<file path="config.mk">
export PLATFORM = sky130hd
export DESIGN_NAME = rcv_filt_seq_flat
export DESIGN_NICKNAME = d
export VERILOG_FILES = /design/src/rtl/rcv_filt_seq_if.sv /design/src/rtl/rcv_filt_seq.sv /design/src/flat_wrapper.sv
export SDC_FILE = /design/constraint.sdc
export NUM_CORES = 2
export LEC_CHECK = 0
export ABC_AREA = 0
export BUFFER_PORTS_ARGS = -buffer_cell sky130_fd_sc_hd__clkbuf_2
export CORE_MARGIN = 5
export CORE_UTILIZATION = 49
export CTS_CLUSTER_SIZE = 24
export DETAILED_ROUTE_END_ITERATION = 8
export SLEW_MARGIN = 10
export SYNTH_ARGS = -nofsm -noshare
export SYNTH_HDL_FRONTEND = slang
export SYNTH_SLANG_ARGS = --single-unit
</file>
<file path="constraint.sdc">
create_clock -name clk -period 14.7 [get_ports clk]
set_input_delay 2.205 -clock clk [delete_from_list [all_inputs] [get_ports clk]]
set_output_delay 2.205 -clock clk [all_outputs]
set_load 0.01 [all_outputs]
</file>
<file path="src/rtl/rcv_filt_seq_if.sv">
// rcv_filt_seq_if: sample handshake and coefficient-write bus for rcv_filt_seq.
//   x_in/x_valid/x_ready    : input sample handshake (1s17 samples)
//   y/y_valid               : filter result and its one-cycle strobe (2s16)
//   coef_we/addr/data/err   : coefficient bank write port and reject pulse
// master = upstream/test side, slave = filter.
interface rcv_filt_seq_if;
    logic [17:0] x_in;
    logic        x_valid;
    logic        x_ready;
    logic [17:0] y;
    logic        y_valid;
    logic        coef_we;
    logic [3:0]  coef_addr;
    logic [17:0] coef_data;
    logic        coef_err;

    modport master (
        output x_in, x_valid, coef_we, coef_addr, coef_data,
        input  x_ready, y, y_valid, coef_err
    );

    modport slave (
        input  x_in, x_valid, coef_we, coef_addr, coef_data,
        output x_ready, y, y_valid, coef_err
    );
endinterface

</file>
<file path="src/rtl/rcv_filt_seq.sv">
// rcv_filt_seq: 21-tap symmetric receive filter computed with one shared 18x18
// multiplier over 11 MAC cycles per accepted sample.
//   clk   : system clock, rising edge
//   reset : synchronous, active-high
//   bus   : rcv_filt_seq_if.slave (sample handshake, result, coefficient writes)
// Throughput is one sample per 13 clocks: accept, 11 MAC steps, 1 result cycle.
module rcv_filt_seq (
    input logic         clk,
    input logic         reset,
    rcv_filt_seq_if.slave bus
);

    typedef enum logic [1:0] {StIdle, StMac, StDone} state_e;

    localparam logic signed [17:0] CoefDefault [11] = '{
        18'sd2817, 18'sd4060, 18'sd2289, -18'sd2373, -18'sd7348, -18'sd8574,
        -18'sd2772, 18'sd10263, 18'sd26830, 18'sd40696, 18'sd46096
    };

    state_e state_q, state_d;

    logic signed [17:0] d_q [21];
    logic signed [17:0] b_q [11];
    logic signed [17:0] acc_q;
    logic signed [17:0] y_q;
    logic [3:0]         k_q;
    logic               y_valid_q;
    logic               coef_err_q;

    logic               accept;
    logic               coef_ok;
    logic [4:0]         idx_lo;
    logic [4:0]         idx_hi;
    logic signed [17:0] pair;
    logic signed [35:0] product;
    logic signed [17:0] acc_d;

    always_comb begin
        accept  = (state_q == StIdle) && bus.x_valid;
        coef_ok = (state_q == StIdle) && bus.coef_we && (bus.coef_addr <= 4'd10);
        idx_lo  = {1'b0, k_q};
        idx_hi  = 5'd20 - idx_lo;
        // Fold symmetric taps; the center tap has no partner.
        pair    = (k_q == 4'd10) ? d_q[10] : d_q[idx_lo] + d_q[idx_hi];
        product = 36'(pair) * 36'(b_q[k_q]);
        // Keep product bits [34:17]; accumulator wraps without saturation.
        acc_d   = acc_q + 18'(product >>> 17);
    end

    always_comb begin
        state_d = state_q;
        unique case (state_q)
            StIdle:  if (accept) state_d = StMac;
            StMac:   if (k_q == 4'd10) state_d = StDone;
            StDone:  state_d = StIdle;
            default: state_d = StIdle;
        endcase
    end

    always_ff @(posedge clk) begin
        if (reset) begin
            state_q <= StIdle;
        end else begin
            state_q <= state_d;
        end
    end

    always_ff @(posedge clk) begin
        if (reset) begin
            for (int i = 0; i < 21; i++) d_q[i] <= '0;
            for (int i = 0; i < 11; i++) b_q[i] <= CoefDefault[i];
            acc_q      <= '0;
            k_q        <= '0;
            y_q        <= '0;
            y_valid_q  <= 1'b0;
            coef_err_q <= 1'b0;
        end else begin
            y_valid_q  <= 1'b0;
            coef_err_q <= bus.coef_we && !coef_ok;
            // A write on the accept edge lands before the first MAC step uses it.
            if (coef_ok) b_q[bus.coef_addr] <= bus.coef_data;
            unique case (state_q)
                StIdle: begin
                    if (accept) begin
                        d_q[0] <= $signed(bus.x_in) >>> 1;
                        for (int i = 1; i < 21; i++) d_q[i] <= d_q[i-1];
                        acc_q <= '0;
                        k_q   <= '0;
                    end
                end
                StMac: begin
                    acc_q <= acc_d;
                    k_q   <= k_q + 4'd1;
                end
                StDone: begin
                    y_q       <= acc_q;
                    y_valid_q <= 1'b1;
                end
                default: ;
            endcase
        end
    end

    assign bus.x_ready  = (state_q == StIdle);
    assign bus.y        = y_q;
    assign bus.y_valid  = y_valid_q;
    assign bus.coef_err = coef_err_q;

endmodule
</file>
<file path="src/flat_wrapper.sv">
// flat-port wrapper written by rule: the top's interface ports become plain ports
module rcv_filt_seq_flat 
  (clk, reset, bus_x_in, bus_x_valid, bus_coef_we, bus_coef_addr, bus_coef_data, bus_x_ready, bus_y, bus_y_valid, bus_coef_err);
  rcv_filt_seq_if bus_i ();
  input logic clk;
  input logic reset;
  input wire logic [$bits(bus_i.x_in)-1:0] bus_x_in;
  input wire logic [$bits(bus_i.x_valid)-1:0] bus_x_valid;
  input wire logic [$bits(bus_i.coef_we)-1:0] bus_coef_we;
  input wire logic [$bits(bus_i.coef_addr)-1:0] bus_coef_addr;
  input wire logic [$bits(bus_i.coef_data)-1:0] bus_coef_data;
  output wire logic [$bits(bus_i.x_ready)-1:0] bus_x_ready;
  output wire logic [$bits(bus_i.y)-1:0] bus_y;
  output wire logic [$bits(bus_i.y_valid)-1:0] bus_y_valid;
  output wire logic [$bits(bus_i.coef_err)-1:0] bus_coef_err;
  assign bus_i.x_in = bus_x_in;
  assign bus_i.x_valid = bus_x_valid;
  assign bus_i.coef_we = bus_coef_we;
  assign bus_i.coef_addr = bus_coef_addr;
  assign bus_i.coef_data = bus_coef_data;
  assign bus_x_ready = bus_i.x_ready;
  assign bus_y = bus_i.y;
  assign bus_y_valid = bus_i.y_valid;
  assign bus_coef_err = bus_i.coef_err;
  rcv_filt_seq u_core (.clk(clk), .reset(reset), .bus(bus_i));
endmodule
</file>
After elaboration in Yosys (flattened, before gate mapping)
Memory sizes are Yosys's and may differ from the RTL's. A register that Yosys moved wholly into a read port is not among the register bits.
Cells that the tools add are included.
{ "classes": {"add_sub_neg": 4, "n_mul": 1, "n_lt_le_gt_ge": 1, "n_eq_ne": 5, "muxes": 46, "bitwise": 21, "n_reduce_logical": 10} }
{ "ops": {"columns": ["operator", "n"], "rows": [
  ["18-bit 2-to-1 mux", 24],
  ["18-bit adder", 2],
  ["18-bit case mux with 2 select lines", 1],
  ["18-bit by 18-bit multiplier with 35-bit output", 1],
  ["1-bit OR", 21],
  ["18-bit OR reduction", 1],
  ["4-bit 2-to-1 mux", 4],
  ["1-bit 2-to-1 mux", 11],
  ["5-bit 2-to-1 mux", 2],
  ["4-bit case mux with 2 select lines", 1],
  ["5-bit by 4-bit subtractor with 5-bit output (first input constant)", 1],
  ["4-bit by 1-bit adder with 4-bit output (second input constant)", 1],
  ["4-bit equality test (second input constant)", 1],
  ["4-bit <= comparator (second input constant)", 1],
  ["1-bit logical AND", 4],
  ["2-bit 2-to-1 mux", 2],
  ["2-bit by 1-bit inequality test with 1-bit output (second input constant)", 2],
  ["2-bit case mux with 2 select lines", 1],
  ["2-bit AND reduction", 2],
  ["2-bit by 1-bit equality test with 1-bit output (second input constant)", 1],
  ["2-bit equality test (second input constant)", 1],
  ["2-bit logical NOT", 1],
  ["2-bit nonzero test", 1],
  ["1-bit logical NOT", 1]
]} }
{ "totals": {"regBits": 44, "ramBits": 576, "inputBits": 44, "out_inout_bits": 21, "memories": 2} }
{ "mem_list": {"columns": ["memory", "depth", "word_bits", "read_ports", "rd_ports_with_merged_regs", "wr", "line_no", "text"], "rows": [
  ["u_core.d_q", 21, 18, 22, 1, 21, "rcv_filt_seq.sv:22", "logic signed [17:0] d_q [21];"],
  ["u_core.b_q", 11, 18, 1, 1, 11, "rcv_filt_seq.sv:23", "logic signed [17:0] b_q [11];"]
]} }

Longest topological paths before layout
{ "logic_depth": {"ltp_word": 8, "ltp_mapped": 58, "ltp_nobuf": 50} }

Worst setup path before layout
Ideal clock, no wire load.
{ "synth_path": {"path_kind": "reg-to-reg", "startpoint": "register u_core.k_q[0]", "endpoint": "register u_core.acc_q[17]", "t_arrival_ps": 13428, "required_ps": 14578, "slack_ps": 1150, "stages_incl_launch_ff": 53, "path_buffers": 7, "path_cell_list": "dfxtp_1 -> clkbuf_1 -> buf_1 -> buf_2 -> inv_1 -> ha_1 -> clkbuf_1 -> xnor2_1 -> buf_2 -> mux4_2 -> o22ai_1 -> a21oi_1 -> ha_1 -> or4_1 -> o211ai_1 -> a211oi_1 -> o21ai_1 -> a21boi_1 -> [17 not listed] -> a21o_1 -> a21o_1 -> a21oi_1 -> o21ai_0 -> a221oi_1 -> nand2_1 -> a21oi_1 -> o21bai_1 -> xor2_1 -> ha_1 -> or4_1 -> or3_1 -> a211o_1 -> a41o_1 -> a21oi_1 -> xnor3_1 -> nor2b_1 -> a221o_1"} }
{ "synth_between": {"elab_chain_cells": 7, "elab_cells_between_ends": 8} }
{ "synth_rtl": {"columns": ["element", "line_no", "text"], "rows": [
  ["start, declared", "rcv_filt_seq.sv:26", "logic [3:0] k_q;"],
  ["start signal, assigned", "rcv_filt_seq.sv:93", "k_q <= k_q + 4'd1;"],
  ["5-bit by 4-bit subtractor with 5-bit output", "rcv_filt_seq.sv:42", "idx_hi = 5'd20 - idx_lo;"],
  ["memory read 21 x 18 bit", null, null],
  ["18-bit adder", "rcv_filt_seq.sv:44", "pair = (k_q == 4'd10) ? d_q[10] : d_q[idx_lo] + d_q[idx_hi];"],
  ["18-bit 2-to-1 mux (*)", "rcv_filt_seq.sv:44", null],
  ["18-bit by 18-bit multiplier with 35-bit output (*)", "rcv_filt_seq.sv:45", "product = 36'(pair) * 36'(b_q[k_q]);"],
  ["18-bit adder (*)", "rcv_filt_seq.sv:47", "acc_d = acc_q + 18'(product >>> 17);"],
  ["18-bit case mux with 2 select lines (*)", "rcv_filt_seq.sv:82", "unique case (state_q)"],
  ["end signal, assigned", "rcv_filt_seq.sv:72", "acc_q <= '0;"],
  ["end signal, assigned", "rcv_filt_seq.sv:87", "acc_q <= '0;"],
  ["end signal, assigned", "rcv_filt_seq.sv:92", "acc_q <= acc_d;"],
  ["end, declared", "rcv_filt_seq.sv:24", "logic signed [17:0] acc_q;"]
]} }
Every way passes the cells marked *; elsewhere a longest branch is shown, timed or not.
A chain may end at the register's enable or synchronous reset.

Worst setup path in the final report
Same ends and word-level chain as after synthesis.

==> flow_metrics.tcl <==
set metrics [dict create \
    status "finished clean" \
    rows 111 \
    cts_tree "done" \
    cpPeakStageDelay_ps 610 \
    layout_common_cells "627 x edfxtp_1, 402 x inv_1, 318 x fa_1" \
    r2r_start "u_core.k_q[0]$_SDFFE_PP0P_" \
    fin_nets 4147 \
    cts_buffers 78 \
    setup_violations 0 \
    cts_resized 0 \
    grt_pass1_vias 29100 \
    critical_path.reg2reg.endpoint "u_core.acc_q[17]$_SDFFE_PP0P_" \
    min_from "u_core.bus.y[8]$_SDFFE_PP0P_" \
    start_util_pct 49.4 \
    vias 28100 \
    r2r_setup_slack_ps 1030 \
    multi_input_area_sq_um 23100 \
    hold_depth 2 \
    hold_viol 0 \
    cts_root_buf "clkbuf_16" \
    avgSynthCellArea_sq_um 12.6 \
    antenna_found_initial 5 \
    wl_per_cell_um 22.1 \
    arrival_ps 14180 \
    n_fill_cell 7886 \
    dr.pass1.iters 5 \
    fin_crit_sh_pct 93.0 \
    final.min_clock_period_ps 13670 \
    cts_hold_buffers 0 \
    routed_via_density 5.73 \
    die_h_um 314 \
    dp_hpwl_mm 72.8 \
    die_x_um 314 \
    clkTransAtPathRegs_ps 50 \
    diodes 0 \
    clkSinkCount 693 \
    slew-limit-headroom_pct 21.4 \
    cts_setup_buffers 0 \
    worstSetupEndpointType "flop" \
    max_cap_viol_count 0 \
    drc 0 \
    critPathKind "reg -> reg" \
    final_common_cell "edfxtp_1" \
    yosysSeqAreaShare_pct 44.5 \
    place.gp.congestion 0.847 \
    core_sq_um 91700 \
    netlist_area_sq_um 45300 \
    synth_edf_count 627 \
    ant_nets 0 \
    drive_above_1_share_pct 15.5 \
    worstMarginPinSlew_ps 1180 \
    ys_warn_count 0 \
    h-tree-depth 3 \
    fin_skew_ps 37.9 \
    drv_slew 0 \
    drt_iter0_drc 2371 \
    crit_path_start_kind "flop" \
    crit_fanout 88 \
    synth_cell_types 71 \
    seq_area_sq_um 20200 \
    syn_inst 3588 \
    routed_wl_mm 109 \
    fp.dieArea_sq_um 98600 \
    hold_end "u_core.bus.y[8]$_SDFFE_PP0P_" \
    io_pins 65 \
    track_usage_pct 22.4 \
    grt_start_max_net_pins 306 \
    rr_worst_depth 47 \
    cp_common_cell "fa_1" \
    grt_pass1_wl_mm 170 \
    ys_ff_latch 693 \
    worstPathRequired_ps 15210 \
    slowest_stage "mux2i_1" \
    clk_latency_ps 640 \
    ys.flop_type "edfxtp_1" \
    grt_setup_unrepaired "no" \
    max_freq_mhz 73.2 \
    port_buffers 63 \
    hold_class "reg -> reg" \
    cts_max_path_buffers 3 \
    async_flop_share_pct 0 \
    syn_to_final_growth_pct 9.60 \
    timing.setup.tns_ps 0 \
    grt-ovfl-total 0 \
]
[kinds of logic (layout without fill, tap and decap cells)]
| kind of cell | Yosys count | count (layout) | share of synthesized area [%] |
|---|---|---|---|
| compound gates | 328 | 328 | 4.68 |
| xor+xnor | 56 | 56 | 1.11 |
| fa+ha+maj | 443 | 443 | 17.5 |
| buf+inv | 628 | 675 | 5.35 |
| flops | 693 | 693 | 44.5 |
| mux | 317 | 317 | 14.4 |
| other cells | 1 | 90 | 0.00828 |
| simple gates | 1122 | 1122 | 12.4 |
[through the flow]
stage / utilization [%] / cells / hold slack, ps / area, sq um / setup slack (ps)
4_1_cts: 54.1 / 4910 / 454 / 49600 / 1030
5_1_grt: 54.2 / 4910 / 471 / 49600 / 99.7
3_3_place_gp: 51.4 / 4767 / 444 / 47200 / 1200
6_report: 54.2 / 4910 / 453 / 49600 / 1030
3_5_place_dp: 51.4 / 4767 / 446 / 47200 / 1070
2_1_floorplan: - / 3677 / 430 / 45600 / 1150
[cells in the mapped netlist, types with 41 or more instances]
master,n,area [sq um]
fa_1,318,6370
ha_1,124,1550
mux4_2,265,5970
and2_1,316,1980
nor2b_1,70,438
edfxtp_1,627,18800
o21ai_0,56,280
clkbuf_1,170,638
nor2_1,296,1110
inv_1,402,1510
dfxtp_1,66,1320
nand2b_1,48,300
nand2_1,267,1000
a21oi_1,91,455
xnor2_1,41,359
[flip-flops by register name, summed over array words and instances (netlist names), named ones only]
register and flops:
u_core.k_q 4, u_core.bus.coef_err 1, u_core.bus.y 18, u_core.state_q 2, u_core.b_q 288, u_core.d_q 357
u_core.acc_q 18, u_core.bus.y_valid 1
[worst max path at each step]
stage	start	to	cells after the start	slack, ps
after floorplan	u_core.k_q[0]$_SDFFE_PP0P_	u_core.acc_q[17]$_SDFFE_PP0P_	52	1150
after global placement	u_core.k_q[0]$_SDFFE_PP0P_	u_core.acc_q[17]$_SDFFE_PP0P_	47	1200
after detailed placement	u_core.k_q[0]$_SDFFE_PP0P_	u_core.acc_q[17]$_SDFFE_PP0P_	47	1070
after CTS	u_core.k_q[0]$_SDFFE_PP0P_	u_core.acc_q[17]$_SDFFE_PP0P_	47	1030
after global routing	u_core.k_q[0]$_SDFFE_PP0P_	u_core.acc_q[17]$_SDFFE_PP0P_	47	100
final	u_core.k_q[0]$_SDFFE_PP0P_	u_core.acc_q[17]$_SDFFE_PP0P_	47	1030
[cell type report]
cell class | instances | area share, %
multi-input combinational | 2356 | 46.6
sequential | 693 | 40.6
clock buffer | 108 | 4.28
inverter | 402 | 3.04
tap | 1186 | 2.99
timing repair buffer | 130 | 1.75
clock inverter | 35 | 0.711
[worst max-delay path: cells and delay by family (launching register included)]
| family | cells | cell delay (ps) |
|---|---|---|
| AO/OA/AOI/OAI | 21 | 4840 |
| flip-flops | 1 | 350 |
| adder cells (fa/ha/maj) | 10 | 4290 |
| multiplexers | 2 | 930 |
| buffers and inverters | 6 | 1180 |
| AND/OR/NAND/NOR | 5 | 1340 |
| XOR/XNOR | 3 | 570 |
[metal layers]
layer | track usage, % | wire (um) | up-vias
met2 | 36.4 | 52000 | 868
met4 | 6.76 | 3330 | 2
met5 | 0 | 12 | -
met1 | 31.4 | 46600 | 14500
li1 | - | - | 12600
met3 | 3.54 | 6770 | 210
Power is left out: the tool's default activity adds up to more than one toggle a clock period on the data nets, which glitch-free logic cannot reach.
